===== config.mk =====
export PLATFORM = sky130hd
export DESIGN_NAME = mult_div_unit
export DESIGN_NICKNAME = d
export VERILOG_FILES = /design/src/rtl/mips_defs.sv /design/src/rtl/mdu_negate.sv /design/src/rtl/mult_div_unit.sv
export SDC_FILE = /design/constraint.sdc
export NUM_CORES = 1
export LEC_CHECK = 0
export ABC_AREA = 1
export CAP_MARGIN = 40
export CORE_MARGIN = 2
export CORE_UTILIZATION = 30
export CTS_CLUSTER_DIAMETER = 40
export DETAILED_ROUTE_END_ITERATION = 8
export PLACE_DENSITY_LB_ADDON = 0.08
export SETUP_SLACK_MARGIN = 0.15
export SLEW_MARGIN = 5
export SYNTH_ARGS = -nofsm -noshare
export SYNTH_HDL_FRONTEND = slang
export SYNTH_SLANG_ARGS = --single-unit

===== constraint.sdc =====
create_clock -name clock -period 6.7 [get_ports clock]
set_input_delay 0.67 -clock clock [delete_from_list [all_inputs] [get_ports clock]]
set_output_delay 0.67 -clock clock [all_outputs]
set_load 0.005 [all_outputs]

===== src/rtl/mips_defs.sv =====
`default_nettype none
// ============================================================================
// Package : mips_defs
// Purpose : Shared definitions for the MIPS multiply/divide unit: operation
//           encodings, controller state encodings and the default width.
// Revision: 1.0 - initial release
// ============================================================================
package mips_defs;

  localparam int DEFAULT_WIDTH = 32;

  // op[1] selects divide, op[0] selects the signed variant.
  localparam logic [1:0] MDU_MULTU = 2'b00;
  localparam logic [1:0] MDU_MULT  = 2'b01;
  localparam logic [1:0] MDU_DIVU  = 2'b10;
  localparam logic [1:0] MDU_DIV   = 2'b11;

  typedef enum logic [1:0] {
    IDLE = 2'd0,
    RUN  = 2'd1,
    DONE = 2'd2
  } mdu_state_t;

endpackage
`default_nettype wire


===== src/rtl/mdu_negate.sv =====
`default_nettype none
// ============================================================================
// Module  : mdu_negate
// Purpose : Combinational conditional two's-complement negation.
// Ports   : in  [WIDTH-1:0] - value
//           neg             - 1: out = -in, 0: out = in
//           out [WIDTH-1:0] - result
// Revision: 1.0 - initial release
// ============================================================================
module mdu_negate #(
  parameter int WIDTH = 32
) (
  input  logic [WIDTH-1:0] in,
  input  logic             neg,
  output logic [WIDTH-1:0] out
);

  assign out = neg ? (~in + WIDTH'(1)) : in;

endmodule
`default_nettype wire


===== src/rtl/mult_div_unit.sv =====
`default_nettype none
// ============================================================================
// Module  : mult_div_unit
// Purpose : Iterative MULT/MULTU/DIV/DIVU unit producing the HI/LO pair.
//           Shift-add multiply and restoring divide, one bit per cycle;
//           WIDTH cycles from the accepting edge to the done pulse.
// Ports   : clock, reset (async, active-high)
//           start, op[1:0], a, b  - request, sampled when not busy
//           busy                  - high while iterating
//           done                  - one-cycle pulse, hi/lo valid from here
//           hi, lo                - product halves / remainder, quotient
// Config  : MULTDIV_SIGNED_EN - when defined, op[0]=1 selects the signed
//           operation (magnitude/negation logic built); otherwise op[0] is
//           ignored and all operations are unsigned.
// Revision: 1.0 - initial release
// ============================================================================
module mult_div_unit
  import mips_defs::*;
#(
  parameter int WIDTH = DEFAULT_WIDTH
) (
  input  logic             clock,
  input  logic             reset,
  input  logic             start,
  input  logic [1:0]       op,
  input  logic [WIDTH-1:0] a,
  input  logic [WIDTH-1:0] b,
  output logic             busy,
  output logic             done,
  output logic [WIDTH-1:0] hi,
  output logic [WIDTH-1:0] lo
);

  localparam int CNT_W = $clog2(WIDTH + 1);

  mdu_state_t           state;
  logic [CNT_W-1:0]     count;
  // Multiply: {partial product, remaining multiplier bits}.
  // Divide:   {partial remainder, dividend bits / quotient bits}.
  logic [2*WIDTH-1:0]   acc;
  logic [WIDTH-1:0]     opnd;    // multiplicand or divisor magnitude
  logic [WIDTH-1:0]     a_raw;   // original dividend, for divide-by-zero
  logic                 is_div;
  logic                 b_zero;
  logic                 neg_q;   // product / quotient needs negation
  logic                 neg_rem; // remainder needs negation

  logic [WIDTH-1:0]     a_mag;
  logic [WIDTH-1:0]     b_mag;
  logic                 a_neg_in;
  logic                 b_neg_in;

  logic [WIDTH:0]       sum;
  logic [WIDTH:0]       trial;
  logic [2*WIDTH-1:0]   mul_next;
  logic [2*WIDTH-1:0]   div_next;
  logic [2*WIDTH-1:0]   acc_next;

  logic [2*WIDTH-1:0]   prod_fix;
  logic [WIDTH-1:0]     quot_fix;
  logic [WIDTH-1:0]     rem_fix;
  logic [WIDTH-1:0]     res_hi;
  logic [WIDTH-1:0]     res_lo;

`ifdef MULTDIV_SIGNED_EN
  assign a_neg_in = op[0] & a[WIDTH-1];
  assign b_neg_in = op[0] & b[WIDTH-1];

  mdu_negate #(.WIDTH(WIDTH)) u_neg_a (
    .in (a),
    .neg(a_neg_in),
    .out(a_mag)
  );

  mdu_negate #(.WIDTH(WIDTH)) u_neg_b (
    .in (b),
    .neg(b_neg_in),
    .out(b_mag)
  );

  mdu_negate #(.WIDTH(2*WIDTH)) u_neg_prod (
    .in (acc_next),
    .neg(neg_q),
    .out(prod_fix)
  );

  mdu_negate #(.WIDTH(WIDTH)) u_neg_quot (
    .in (acc_next[WIDTH-1:0]),
    .neg(neg_q),
    .out(quot_fix)
  );

  mdu_negate #(.WIDTH(WIDTH)) u_neg_rem (
    .in (acc_next[2*WIDTH-1:WIDTH]),
    .neg(neg_rem),
    .out(rem_fix)
  );
`else
  assign a_neg_in = 1'b0;
  assign b_neg_in = 1'b0;
  assign a_mag    = a;
  assign b_mag    = b;
  assign prod_fix = acc_next;
  assign quot_fix = acc_next[WIDTH-1:0];
  assign rem_fix  = acc_next[2*WIDTH-1:WIDTH];

  logic unused_sign;
  assign unused_sign = ^{op[0], neg_q, neg_rem};
`endif

  // One iteration of either algorithm.
  always_comb begin
    sum      = {1'b0, acc[2*WIDTH-1:WIDTH]} + {1'b0, opnd};
    mul_next = acc[0] ? {sum, acc[WIDTH-1:1]} : {1'b0, acc[2*WIDTH-1:1]};

    // Shift the next dividend bit into the remainder and try subtracting.
    // The restoring invariant (remainder < divisor) keeps the borrow in
    // trial[WIDTH]; a zero divisor breaks it, but that case is overridden.
    trial    = acc[2*WIDTH-1:WIDTH-1] - {1'b0, opnd};
    div_next = trial[WIDTH] ? {acc[2*WIDTH-2:0], 1'b0}
                            : {trial[WIDTH-1:0], acc[WIDTH-2:0], 1'b1};

    acc_next = is_div ? div_next : mul_next;
  end

  // Final result as written on the last iteration edge.
  always_comb begin
    res_hi = is_div ? rem_fix  : prod_fix[2*WIDTH-1:WIDTH];
    res_lo = is_div ? quot_fix : prod_fix[WIDTH-1:0];
    if (is_div && b_zero) begin
      res_hi = a_raw;
      res_lo = '1;
    end
  end

  always_ff @(posedge clock or posedge reset) begin
    if (reset) begin
      state   <= IDLE;
      count   <= '0;
      acc     <= '0;
      opnd    <= '0;
      a_raw   <= '0;
      is_div  <= 1'b0;
      b_zero  <= 1'b0;
      neg_q   <= 1'b0;
      neg_rem <= 1'b0;
      busy    <= 1'b0;
      done    <= 1'b0;
      hi      <= '0;
      lo      <= '0;
    end else begin
      case (state)
        IDLE, DONE: begin
          done <= 1'b0;
          if (start) begin
            is_div  <= op[1];
            // Multiply keeps the multiplier in the low half; divide keeps
            // the dividend there.
            acc     <= {{WIDTH{1'b0}}, (op[1] ? a_mag : b_mag)};
            opnd    <= op[1] ? b_mag : a_mag;
            a_raw   <= a;
            b_zero  <= (b == '0);
            neg_q   <= a_neg_in ^ b_neg_in;
            neg_rem <= a_neg_in;
            count   <= CNT_W'(WIDTH);
            busy    <= 1'b1;
            state   <= RUN;
          end else begin
            state <= IDLE;
          end
        end
        RUN: begin
          acc   <= acc_next;
          count <= count - CNT_W'(1);
          if (count == CNT_W'(1)) begin
            hi    <= res_hi;
            lo    <= res_lo;
            busy  <= 1'b0;
            done  <= 1'b1;
            state <= DONE;
          end
        end
        default: begin
          busy  <= 1'b0;
          done  <= 1'b0;
          state <= IDLE;
        end
      endcase
    end
  end

endmodule
`default_nettype wire


==> results.py, run 1 <==
metrics = {
    "clock_tree": {
        "cts_buffer_depth": 3,
        "cts_tree": "built",
        "ctsResizeCount": 0,
        "clk_pin_slew_worst_paths_ps": 60,
        "postCtsSetupBuffers": 0,
        "cts_sinks": 203,
        "cts.htree.levels": 2,
        "clk_latency_ps": 530,
        "cts_hold_buf": 0,
        "cts_buffers": 35,
        "cts_root_buf": "clkbuf_16",
    },
    "sta": {
        "grt_setup_unrepaired": "false",
        "finalHoldViolCount": 0,
        "max_freq_mhz": 294,
        "drv_slew": 0,
        "fin_skew_ps": 21.2,
        "period_minus_slack_ps": 3400,
        "tightest_slew_ps": 827,
        "fin_crit_sh": 0.508,
        "slew_headroom": 0.449,
        "finalSetupViolations": 0,
        "fin_tns_setup_ps": 0,
    },
    "routing": {
        "ant_nets": 0,
        "wl_mm": 57.3,
        "vias": 14800,
        "wl_per_cell_microns": 18.6,
        "vias_per_cell": 4.80,
        "dr.pass1.iters": 6,
        "first_iter_violations": 777,
        "drc": 0,
    },
    "critical_path": {
        "r2r-start": "state[0]$_DFFE_PP0P_",
        "end_kind": "flop",
        "crit_path_start_kind": "flop",
        "regToRegEndpoint": "lo[0]$_DFFE_PP0P_",
        "worst_ep_arrival_time_ps": 3820,
        "crit_path_start": "state[0]$_DFFE_PP0P_",
        "crit_required_ps": 7120,
        "path_max_fanout": 65,
        "crit_type": "flop to flop",
        "r2r_slack_ps": 3300,
        "reg2regPathDepth": 12,
    },
    "grt": {
        "grt_pass1_vias": 14900,
        "grtUsageTotal": 0.220,
        "overflow": 0,
        "grt_pass1_wl_mm": 89.2,
        "grt_max_degree": 112,
        "antenna_found_initial": 0,
    },
    "cells_and_area": {
        "fillers": 5330,
        "nNetsFinal": 2532,
        "final_util": 0.369,
        "n_antenna_cell": 0,
        "multi_input_area_sq_um": 8100,
        "drive_gt1_frac": 0.0517,
        "finalNonFillerCells": 3084,
        "fin_area_sq_um": 18100,
        "seq_area_sq_um": 5080,
        "final_common_cell": "nand2_1",
        "area_delta_synth_final_pct": 20.9,
        "layout_common_cells": "792 x nand2_1, 371 x inv_1, 202 x dfrtp_1",
    },
    "floorplanning": {
        "die_x_microns": 228,
        "dieHeight_microns": 228,
        "initial_utilization": 0.305,
        "dieArea_sq_um": 51800,
        "num_rows": 81,
        "io_pins": 135,
        "coreArea_sq_um": 49200,
    },
    "place": {
        "gp_congestion": 0.921,
        "placed_cells": 3022,
        "dp_hpwl_mm": 43.9,
        "numPortBuffers": 133,
        "dpl-instance-area_sq_um": 16900,
    },
    "run_status": {
        "status": "completed",
    },
    "flow_run": {
        "drv_cap": 0,
    },
    "yosys": {
        "ys_seq_area_frac": 0.338,
        "synth_cell_type_count": 46,
        "synth_area_sq_um": 15000,
        "async_flop_share": 1.00,
        "synth_edf_count": 0,
        "synthCells": 2291,
        "synth_ff_type": "dfrtp_1",
        "syn_area_per_cell_sq_um": 6.55,
        "ys_seq_elements": 203,
        "synth.net_count": 2428,
        "yosys_warnings": 0,
    },
    "power": {
        "p_leak_nw": 9.54,
        "p_per_area_nw_per_um2": 642,
        "ir_drop_mv": 0.322,
    },
    "hold_path": {
        "min_path_cells": 2,
        "hold_path_class": "flop to flop",
        "min_from": "hi[27]$_DFFE_PP0P_",
        "hold-path-endpoint": "hi[27]$_DFFE_PP0P_",
    },
}
==> layout make-up <==
class | count | share of cell area
inverter | 378 | 0.0786
sequential | 203 | 0.280
multi-input combinational | 1625 | 0.446
timing repair buffer | 152 | 0.0814
clock buffer | 45 | 0.0543
tap | 664 | 0.0458
clock inverter | 17 | 0.0138
==> worst max-delay path by stage <==
stage | to | cells after the start
2_1_floorplan | a_raw[0]$_DFFE_PP0P_ | 1
3_3_place_gp | acc[23]$_DFFE_PP0P_ | 9
3_5_place_dp | acc[3]$_DFFE_PP0P_ | 10
4_1_cts | lo[0]$_DFFE_PP0P_ | 12
5_1_grt | lo[0]$_DFFE_PP0P_ | 12
6_report | lo[0]$_DFFE_PP0P_ | 12
==> critical path, stage by stage (launching register included) <==
cell and delay (ps):
dfrtp_1 460, inv_1 110, nor2_4 80, buf_4 590, inv_2 380, nor2_2 230
inv_2 40, buf_4 300, nor2_1 190, buf_4 320, inv_1 270, o22ai_1 190
inv_1 50
==> per-stage QoR <==
step                      hold WS, ps  worst slack, ps  total power [mW]
after global routing              504             3000              12.8
after CTS                         483             3220              11.7
after detailed placement          467             3120              9.72
after floorplan                   452              491              7.33
after global placement            456             2940              9.68
final                             477             3300              11.6
==> metal layers <==
metal	share of wire	vias up	global-route usage
li1	-	7497	-
met1	0.49	6909	0.315
met2	0.43	339	0.343
met3	0.047	71	0.0296
met4	0.026	0	0.0623
met5	0	-	0
==> cell usage after synthesis (11+ instances only) <==
| library cell | count | area [sq um] |
|---|---|---|
| a21oi_1 | 136 | 681 |
| buf_2 | 16 | 80.1 |
| clkbuf_1 | 49 | 184 |
| dfrtp_1 | 203 | 5080 |
| ha_1 | 66 | 826 |
| inv_1 | 374 | 1400 |
| nand2_1 | 793 | 2980 |
| nand2_2 | 19 | 119 |
| nand3_1 | 113 | 566 |
| nand4_1 | 12 | 75.1 |
| nor2_1 | 130 | 488 |
| o21ai_0 | 143 | 716 |
| o21bai_1 | 31 | 233 |
| o221ai_1 | 32 | 280 |
| o22a_1 | 11 | 96.3 |
| o22ai_1 | 31 | 194 |
| xnor2_1 | 13 | 114 |
==> registers in the layout, summed over array words and instances, names as in the netlist <==
name,cells
lo,32
is_div,1
a_raw,32
b_zero,1
count,6
acc,64
opnd,32
done,1
hi,32
busy,1
state,1
==> report_power, final <==
group / total (mW) / switching [mW] / internal [mW]
registers: 2.32 / 0.480 / 1.84
logic: 7.41 / 4.87 / 2.54
clock network: 1.92 / 0.676 / 1.24
==> kinds of logic (layout without fill, tap and decap cells) <==
group	count (synthesis)	in the layout	synth area share
flip-flops	203	203	0.338
buffers and inverters	463	592	0.124
AND/OR/NAND/NOR	1107	1107	0.300
multiplexers	3	3	0.00200
AO/OA/AOI/OAI	424	424	0.165
XOR/XNOR	23	23	0.0134
adder cells (fa/ha/maj)	68	68	0.0577
No activity file was read; power rests on OpenSTA's default activity.
==> inputs of run 2 (changes only) <==
Clock period 6.7 ns to 3.3 ns, I/O delays scaled along.
==> results.py, run 2 (same netlist as run 1, synthesis figures left out) <==
metrics = {
    "run_status": {
        "status": "completed",
    },
    "critical_path": {
        "crit_type": "flop to flop",
        "crit_required_ps": 3760,
        "crit_top_cell": "nand2_1",
        "r2r-start": "acc[31]$_DFFE_PP0P_",
        "crit_path_start": "acc[31]$_DFFE_PP0P_",
        "r2r_slack_ps": 450,
        "cpPeakStageDelay_ps": 410,
        "reg2regPathDepth": 20,
        "path_max_fanout": 18,
        "crit_chain": "inv_1, ha_1, inv_1, fa_1, nand2_1, nand2_1, nand3_2, nand2_2, nand2_2, nand2_2, nand2_2, nand3_1, nand2_4, buf_6, nand2_1, nand2_1, nand2_1, nand3_1, nand2_1, nand2_1",
        "end_kind": "flop",
        "worst_ep_arrival_time_ps": 3310,
        "slowest_stage": "fa_1",
        "crit_path_start_kind": "flop",
        "regToRegEndpoint": "hi[27]$_DFFE_PP0P_",
    },
    "sta": {
        "finalSetupViolations": 0,
        "grt_setup_unrepaired": "false",
        "period_minus_slack_ps": 2850,
        "tightest_slew_ps": 843,
        "slew_headroom": 0.437,
        "finalHoldViolCount": 0,
        "fin_skew_ps": 18.6,
        "drv_slew": 0,
        "max_freq_mhz": 351,
        "fin_crit_sh": 0.862,
        "fin_tns_setup_ps": 0,
    },
    "clock_tree": {
        "cts_root_buf": "clkbuf_16",
        "cts_buffers": 36,
        "cts.htree.levels": 2,
        "cts_tree": "built",
        "clk_pin_slew_worst_paths_ps": 60,
        "cts_sinks": 203,
        "cts_buffer_depth": 3,
        "postCtsSetupBuffers": 0,
        "clk_latency_ps": 530,
    },
    "floorplanning": {
        "initial_utilization": 0.305,
        "coreArea_sq_um": 49200,
        "dieArea_sq_um": 51800,
        "io_pins": 135,
        "num_rows": 81,
        "dieHeight_microns": 228,
        "die_x_microns": 228,
    },
    "cells_and_area": {
        "fin_area_sq_um": 18400,
        "final_util": 0.373,
        "drive_gt1_frac": 0.0579,
        "n_antenna_cell": 0,
        "largest_reg_flops": 64,
        "area_delta_synth_final_pct": 22.2,
        "layout_common_cells": "792 x nand2_1, 372 x inv_1, 202 x dfrtp_1",
        "regMostFlops": "acc",
        "nNetsFinal": 2544,
        "final_common_cell": "nand2_1",
    },
    "routing": {
        "ant_nets": 0,
        "dr.pass1.iters": 5,
        "vias_per_cell": 4.86,
        "drc": 0,
        "vias": 15000,
        "wl_mm": 59.0,
        "wl_per_cell_microns": 19.0,
        "first_iter_violations": 863,
    },
    "place": {
        "dpl-instance-area_sq_um": 17100,
        "dp_hpwl_mm": 45.4,
        "numPortBuffers": 133,
        "gp_congestion": 0.948,
    },
    "flow_run": {
        "drv_cap": 0,
    },
    "grt": {
        "grt_max_degree": 78,
        "grt_pass1_vias": 15100,
        "grtUsageTotal": 0.225,
        "antenna_found_initial": 1,
        "overflow": 0,
        "grt_pass1_wl_mm": 90.4,
    },
    "power": {
        "power_mw": 24.4,
        "ir_drop_mv": 0.449,
        "p_leak_nw": 9.65,
        "p_per_area_nw_per_um2": 1330,
    },
    "hold_path": {
        "hold_path_class": "primary input to async pin",
    },
}
[run 2: cell type report]
| class | count | area (sq um) |
|---|---|---|
| multi-input combinational | 1625 | 8100 |
| clock buffer | 44 | 992 |
| tap | 664 | 831 |
| fill | 5331 | 30800 |
| sequential | 203 | 5080 |
| timing repair buffer | 163 | 1630 |
| inverter | 378 | 1420 |
| clock inverter | 21 | 295 |
[run 2: per-layer routing]
metal | routed length [microns] | share of wire | GRT usage
met5 | 0 | 0 | 0
met4 | 1420 | 0.024 | 0.0625
met3 | 2840 | 0.048 | 0.0348
met2 | 26200 | 0.44 | 0.358
met1 | 28500 | 0.48 | 0.315
[run 2: per-stage QoR]
step | hold slack, ps | setup WS, ps | cells
global placement | 455 | 419 | 3033
global route | 66.1 | 227 | 3098
CTS | 52.8 | 382 | 3098
finish | 63.8 | 455 | 3098
floorplan | 452 | 340 | 2291
detailed placement | 461 | 416 | 3033
[run 2: worst max path at each step]
stage,endpoint,slack [ps],depth (start not counted)
after floorplan,a_raw[0]$_DFFE_PP0P_,340,1
after global placement,hi[29]$_DFFE_PP0P_,420,15
after detailed placement,hi[29]$_DFFE_PP0P_,420,15
after CTS,hi[29]$_DFFE_PP0P_,380,20
after global routing,hi[20]$_DFFE_PP0P_,230,19
final,hi[27]$_DFFE_PP0P_,450,20
[run 2: what timing repair did]
item,CTS,global route
endpoints found under the hold margin,0,0
hold buffers,0,0
resized for setup,0,2
setup endpoints to repair,0,3
[run 2: critical path, delay by kind of cell, from the launching register on]
family | cells | cell delay [ps]
adder cells (fa/ha/maj) | 2 | 550
AND/OR/NAND/NOR | 15 | 1490
flip-flops | 1 | 350
buffers and inverters | 3 | 380
[run 2: report_power, final]
group	switching, mW	total (mW)	internal, mW
Sequential	0.938	4.67	3.74
Clock	1.42	4.05	2.63
Combinational	10.3	15.7	5.42
Total	12.6	24.4	11.8
